File: src/rtl/toggle_cover_collector.sv
// rtl/toggle_cover_collector.sv - sticky toggle-coverage map with an in-order stream of newly covered indices
// Each point is reported exactly once; the pending map holds hits that are waiting for the stream.
module toggle_cover_collector #(
  parameter int WIDTH       = 2,
  parameter int COVER_INDEX = 0,
  parameter int IDX_W       = 32
) (
  input  logic                       clock,
  input  logic                       reset,
  input  logic [WIDTH-1:0]           valid,
  input  logic                       enable,
  input  logic                       clear,
  output logic [WIDTH-1:0]           covered,
  output logic [$clog2(WIDTH+1)-1:0] covered_count,
  output logic                       all_covered,
  output logic                       out_valid,
  input  logic                       out_ready,
  output logic [IDX_W-1:0]           out_index
);

  localparam int CW = $clog2(WIDTH+1);
  localparam int PW = (WIDTH > 1) ? $clog2(WIDTH) : 1;
  localparam logic [IDX_W-1:0] COVER_BASE = IDX_W'(COVER_INDEX);

  typedef enum logic {IDLE, PRESENT} state_t;

  state_t          state;
  logic [WIDTH-1:0] pending;
  logic [WIDTH-1:0] new_hits;
  logic [WIDTH-1:0] pool;
  logic [WIDTH-1:0] pick_onehot;
  logic [PW-1:0]    pick_idx;
  logic             pick_any;
  logic             slot_free;
  logic [CW-1:0]    hit_count;

  function automatic logic [CW-1:0] popcount(input logic [WIDTH-1:0] v);
    logic [CW-1:0] n;
    n = '0;
    for (int i = 0; i < WIDTH; i++) n = n + CW'(v[i]);
    return n;
  endfunction

  assign new_hits    = valid & ~covered & {WIDTH{enable}};
  assign hit_count   = popcount(new_hits);
  assign all_covered = (covered_count == CW'(WIDTH));

  // An idle stream may present a hit the cycle after it arrives; while presenting,
  // fresh hits only join pending and become selectable a cycle later.
  assign slot_free = (state == IDLE) || out_ready;
  assign pool      = (state == IDLE) ? (pending | new_hits) : pending;

  always_comb begin
    pick_idx    = '0;
    pick_onehot = '0;
    pick_any    = |pool;
    for (int i = WIDTH-1; i >= 0; i--) begin
      if (pool[i]) begin
        pick_idx    = PW'(i);
        pick_onehot = '0;
        pick_onehot[i] = 1'b1;
      end
    end
  end

  always_ff @(posedge clock) begin
    if (reset || clear) begin
      covered       <= '0;
      covered_count <= '0;
      pending       <= '0;
      state         <= IDLE;
      out_valid     <= 1'b0;
      out_index     <= '0;
    end else begin
      covered       <= covered | new_hits;
      covered_count <= covered_count + hit_count;
      if (slot_free) begin
        if (pick_any) begin
          out_index <= COVER_BASE + IDX_W'(pick_idx);
          out_valid <= 1'b1;
          state     <= PRESENT;
          pending   <= (pending | new_hits) & ~pick_onehot;
        end else begin
          out_valid <= 1'b0;
          state     <= IDLE;
          pending   <= pending | new_hits;
        end
      end else begin
        pending <= pending | new_hits;
      end
    end
  end

endmodule

File: config.mk
export PLATFORM = sky130hd
export DESIGN_NAME = toggle_cover_collector
export DESIGN_NICKNAME = d
export VERILOG_FILES = /design/src/rtl/toggle_cover_collector.sv
export SDC_FILE = /design/constraint.sdc
export NUM_CORES = 1
export LEC_CHECK = 0
export ABC_AREA = 1
export CELL_PAD_IN_SITES_DETAIL_PLACEMENT = 2
export CELL_PAD_IN_SITES_GLOBAL_PLACEMENT = 2
export CORE_MARGIN = 2
export CORE_UTILIZATION = 16
export CTS_CLUSTER_DIAMETER = 150
export CTS_CLUSTER_SIZE = 20
export DETAILED_ROUTE_END_ITERATION = 7
export MAX_ROUTING_LAYER = met4
export PLACE_DENSITY = 0.88
export SLEW_MARGIN = 15
export SYNTH_ARGS = -nofsm -noshare
export SYNTH_HDL_FRONTEND = slang
export SYNTH_SLANG_ARGS = --single-unit
export TNS_END_PERCENT = 5
File: constraint.sdc
create_clock -name clock -period 1.35 [get_ports clock]
set_input_delay 0.27 -clock clock [delete_from_list [all_inputs] [get_ports clock]]
set_output_delay 0.27 -clock clock [all_outputs]
set_load 0.02 [all_outputs]
==> results.py <==
metrics = {
    "status": {
        "outcome": "finished clean",
    },
    "drt": {
        "via_count": 459,
        "vias_per_cell": 3.101,
        "drc": 0,
        "finalWirelength_mm": 1.345,
        "drt_pass1_iterations": 4,
        "drt_iter0_drc": 9,
        "wl_per_cell_um": 9.088,
        "final_antenna_net_count": 0,
    },
    "worst_setup_path": {
        "critPathRequiredTime_ps": 1080,
        "path_max_fanout": 2,
        "arrival_ps": 1010,
        "setup.worst_path.class": "register to output pin",
        "cp_cell_sequence": "inv_1 -> nor2_1 -> dlygate4sd2_1",
        "worst_setup_path_end_kind": "output pin",
        "crit_path_start_kind": "register",
        "slowest_delay_ps": 340,
        "cp_slowest_cell": "dlygate4sd2_1",
    },
    "timing": {
        "fin_skew_ps": 2.250,
        "max_clock_freq_mhz": 781.1,
        "post-route-period-util_pct": 94.83,
        "grt_setup_unrepaired": "false",
        "setup_viol": 0,
        "drv_slew": 0,
        "hold_viol": 0,
        "final.min_clock_period_ps": 1280,
    },
    "grt": {
        "grt_max_degree": 8,
        "grt_pass1_vias": 474,
        "busiest_layer": "met2",
        "antenna_found_initial": 0,
        "use_met2_pct": 12.63,
        "overflow": 0,
        "grt_util_met3_pct": 1.370,
        "grt.total_usage_pct": 6.755,
        "grt_use_met1_pct": 5.083,
        "grt_pass1_wl_mm": 2.014,
    },
    "pwr": {
        "ir_worst_vdd_mv": 0.2164,
        "power_w": 0.0007345,
        "powerDensity_mw_per_mm2": 971.9,
        "leakage_nw": 0.4319,
    },
    "final_layout": {
        "drive_gt1_share_pct": 18.00,
        "diodes": 0,
        "fin_nets": 110,
        "synthToLayoutAreaGrowth_pct": 24.28,
        "finish.instance_area_um2": 755.7,
        "nFillCells": 440,
    },
    "logic_synthesis": {
        "yosysMostFrequentCell": "buf_4",
        "syn_inst": 80,
        "synthTopCellsByCount": "buf_4, inv_1, dfxtp_1, nand2_1",
        "synth_seq_cells": 8,
        "synthFlopType": "dfxtp_1",
        "avgSynthCellArea_um2": 7.601,
        "synth.area.top_cells": "buf_4, dfxtp_1, inv_1",
        "synth_top_area_share_pct": 38.27,
        "ys_async_sr_fraction_pct": 0,
        "ys_seq_area_share_pct": 26.34,
        "yosysUniqueCellTypes": 18,
        "post-synth-top-area-cell": "buf_4",
        "synth_area_um2": 608.1,
        "yosysWarnings": 0,
        "synth_edf_count": 0,
    },
    "flow_run": {
        "drv_cap": 0,
    },
    "floorplan": {
        "start_util_pct": 16.61,
        "dieArea_mm2": 0.004310,
        "row_count": 22,
        "die_y_um": 65.65,
        "core_area_mm2": 0.003661,
        "io_pins": 45,
        "die_x_um": 65.65,
    },
    "place": {
        "hpwl_mm": 1.086,
        "dpl_cell_area_um2": 715.7,
        "numPortBuffers": 13,
        "globalplace.congestion": 0.6260,
    },
    "clocking": {
        "cts_root_buf": "clkbuf_8",
        "cts_buffers": 3,
        "cts_tree": "yes",
        "path_clk_slew_ps": 40,
        "clock_path_buffers": 2,
        "clkSinkCount": 8,
        "h-tree-depth": 1,
        "cts_hold_buf": 0,
        "clkLatencyLatePin_ps": 230,
        "post_cts_buffers": 0,
    },
    "worst_hold_path": {
        "hp-class": "primary input to register",
    },
}
cell usage in the layout, fill, tap and decap left out, drive strengths merged:
cell type      Yosys  final
nand2             11     11
nand4              1      1
o21ai              3      3
nor3               1      1
xnor2              1      1
nor3b              1      1
conb               1     31
dlymetal6s2s       0      1
dfxtp              8      8
inv               11     11
and3               1      1
dlygate4sd2        0      9
clkbuf             0      3
nand3              5      5
nor2               4      4
buf               31      5
clkdlybuf4s50      0      3
fa                 1      1
layout make-up:
cell class / count / area (um2) / area share [%]
sequential: 8 / 160.2 / 21.19
clock buffer: 3 / 41.29 / 5.464
multi-input combinational: 60 / 294.0 / 38.91
tap: 48 / 60.06 / 7.947
inverter: 11 / 41.29 / 5.464
timing repair buffer: 18 / 158.9 / 21.03
state kept, by name, indices dropped and copies added, names as in the netlist:
| name | cells |
|---|---|
| covered | 2 |
| covered_count | 2 |
| out_index | 1 |
| pending | 2 |
| state | 1 |
layer usage:
layer	up-vias	share of wire, %
met5	-	0
met4	0	2.8
met3	3	8.8
met2	29	57
met1	207	32
li1	220	-
where the power goes:
part | switching [W] | leakage [nW] | internal (W)
Combinational | 0.000137 | 0.345 | 0.0000517
Clock | 0.0000992 | 0.0216 | 0.000194
Sequential | 0.00000533 | 0.0652 | 0.000248
Total | 0.000242 | 0.432 | 0.000493
cells by family after synthesis:
| family | count (synthesis) | share of synthesized area, % |
|---|---|---|
| flip-flops | 8 | 26.34 |
| AND/OR/NAND/NOR | 24 | 20.78 |
| buffers and inverters | 42 | 45.06 |
| AO/OA/AOI/OAI | 3 | 2.468 |
| XOR/XNOR | 1 | 1.441 |
| adder cells (fa/ha/maj) | 1 | 3.292 |
| other | 1 | 0.6167 |
path summary, 6_finish.rpt:
check | cells past startpoint | from | endpoint | slack [ps]
max reg2reg | 5 | covered[0]$_SDFF_PP0_ | covered_count[0]$_SDFF_PP0_ | 80
max | 3 | covered_count[1]$_SDFF_PP0_ | all_covered | 70
min | 5 | valid[0] | covered[0]$_SDFF_PP0_ | 450
min reg2reg | 2 | covered[1]$_SDFF_PP0_ | covered[1]$_SDFF_PP0_ | 490
worst max-delay path, delay by kind of cell, from the launching register on:
| family | cells | cell delay (ps) |
|---|---|---|
| buffers and inverters | 2 | 380 |
| flip-flops | 1 | 320 |
| AND/OR/NAND/NOR | 1 | 70 |
what timing repair did:
| item | in CTS | in global routing |
|---|---|---|
| resized for setup | 11 | 3 |
| endpoints found under the setup margin | 9 | 2 |
| pin swaps | 3 | 0 |
stage by stage:
stage / worst slack, ps / TNS [ps] / util (%) / cells / hold slack (ps)
6_report: 69.74 / 0 / 20.64 / 148 / 448.1
5_1_grt: 0.2703 / 0 / 20.64 / 148 / 510.7
4_1_cts: -8.412 / -8.412 / 20.37 / 148 / 500.8
3_5_place_dp: -329.2 / -974.0 / 19.55 / 145 / 493.7
3_3_place_gp: -275.5 / -730.8 / 19.55 / 145 / 473.8
2_1_floorplan: 6.877 / 0 / - / 110 / 345.1
No activity file was read; power rests on OpenSTA's default activity.
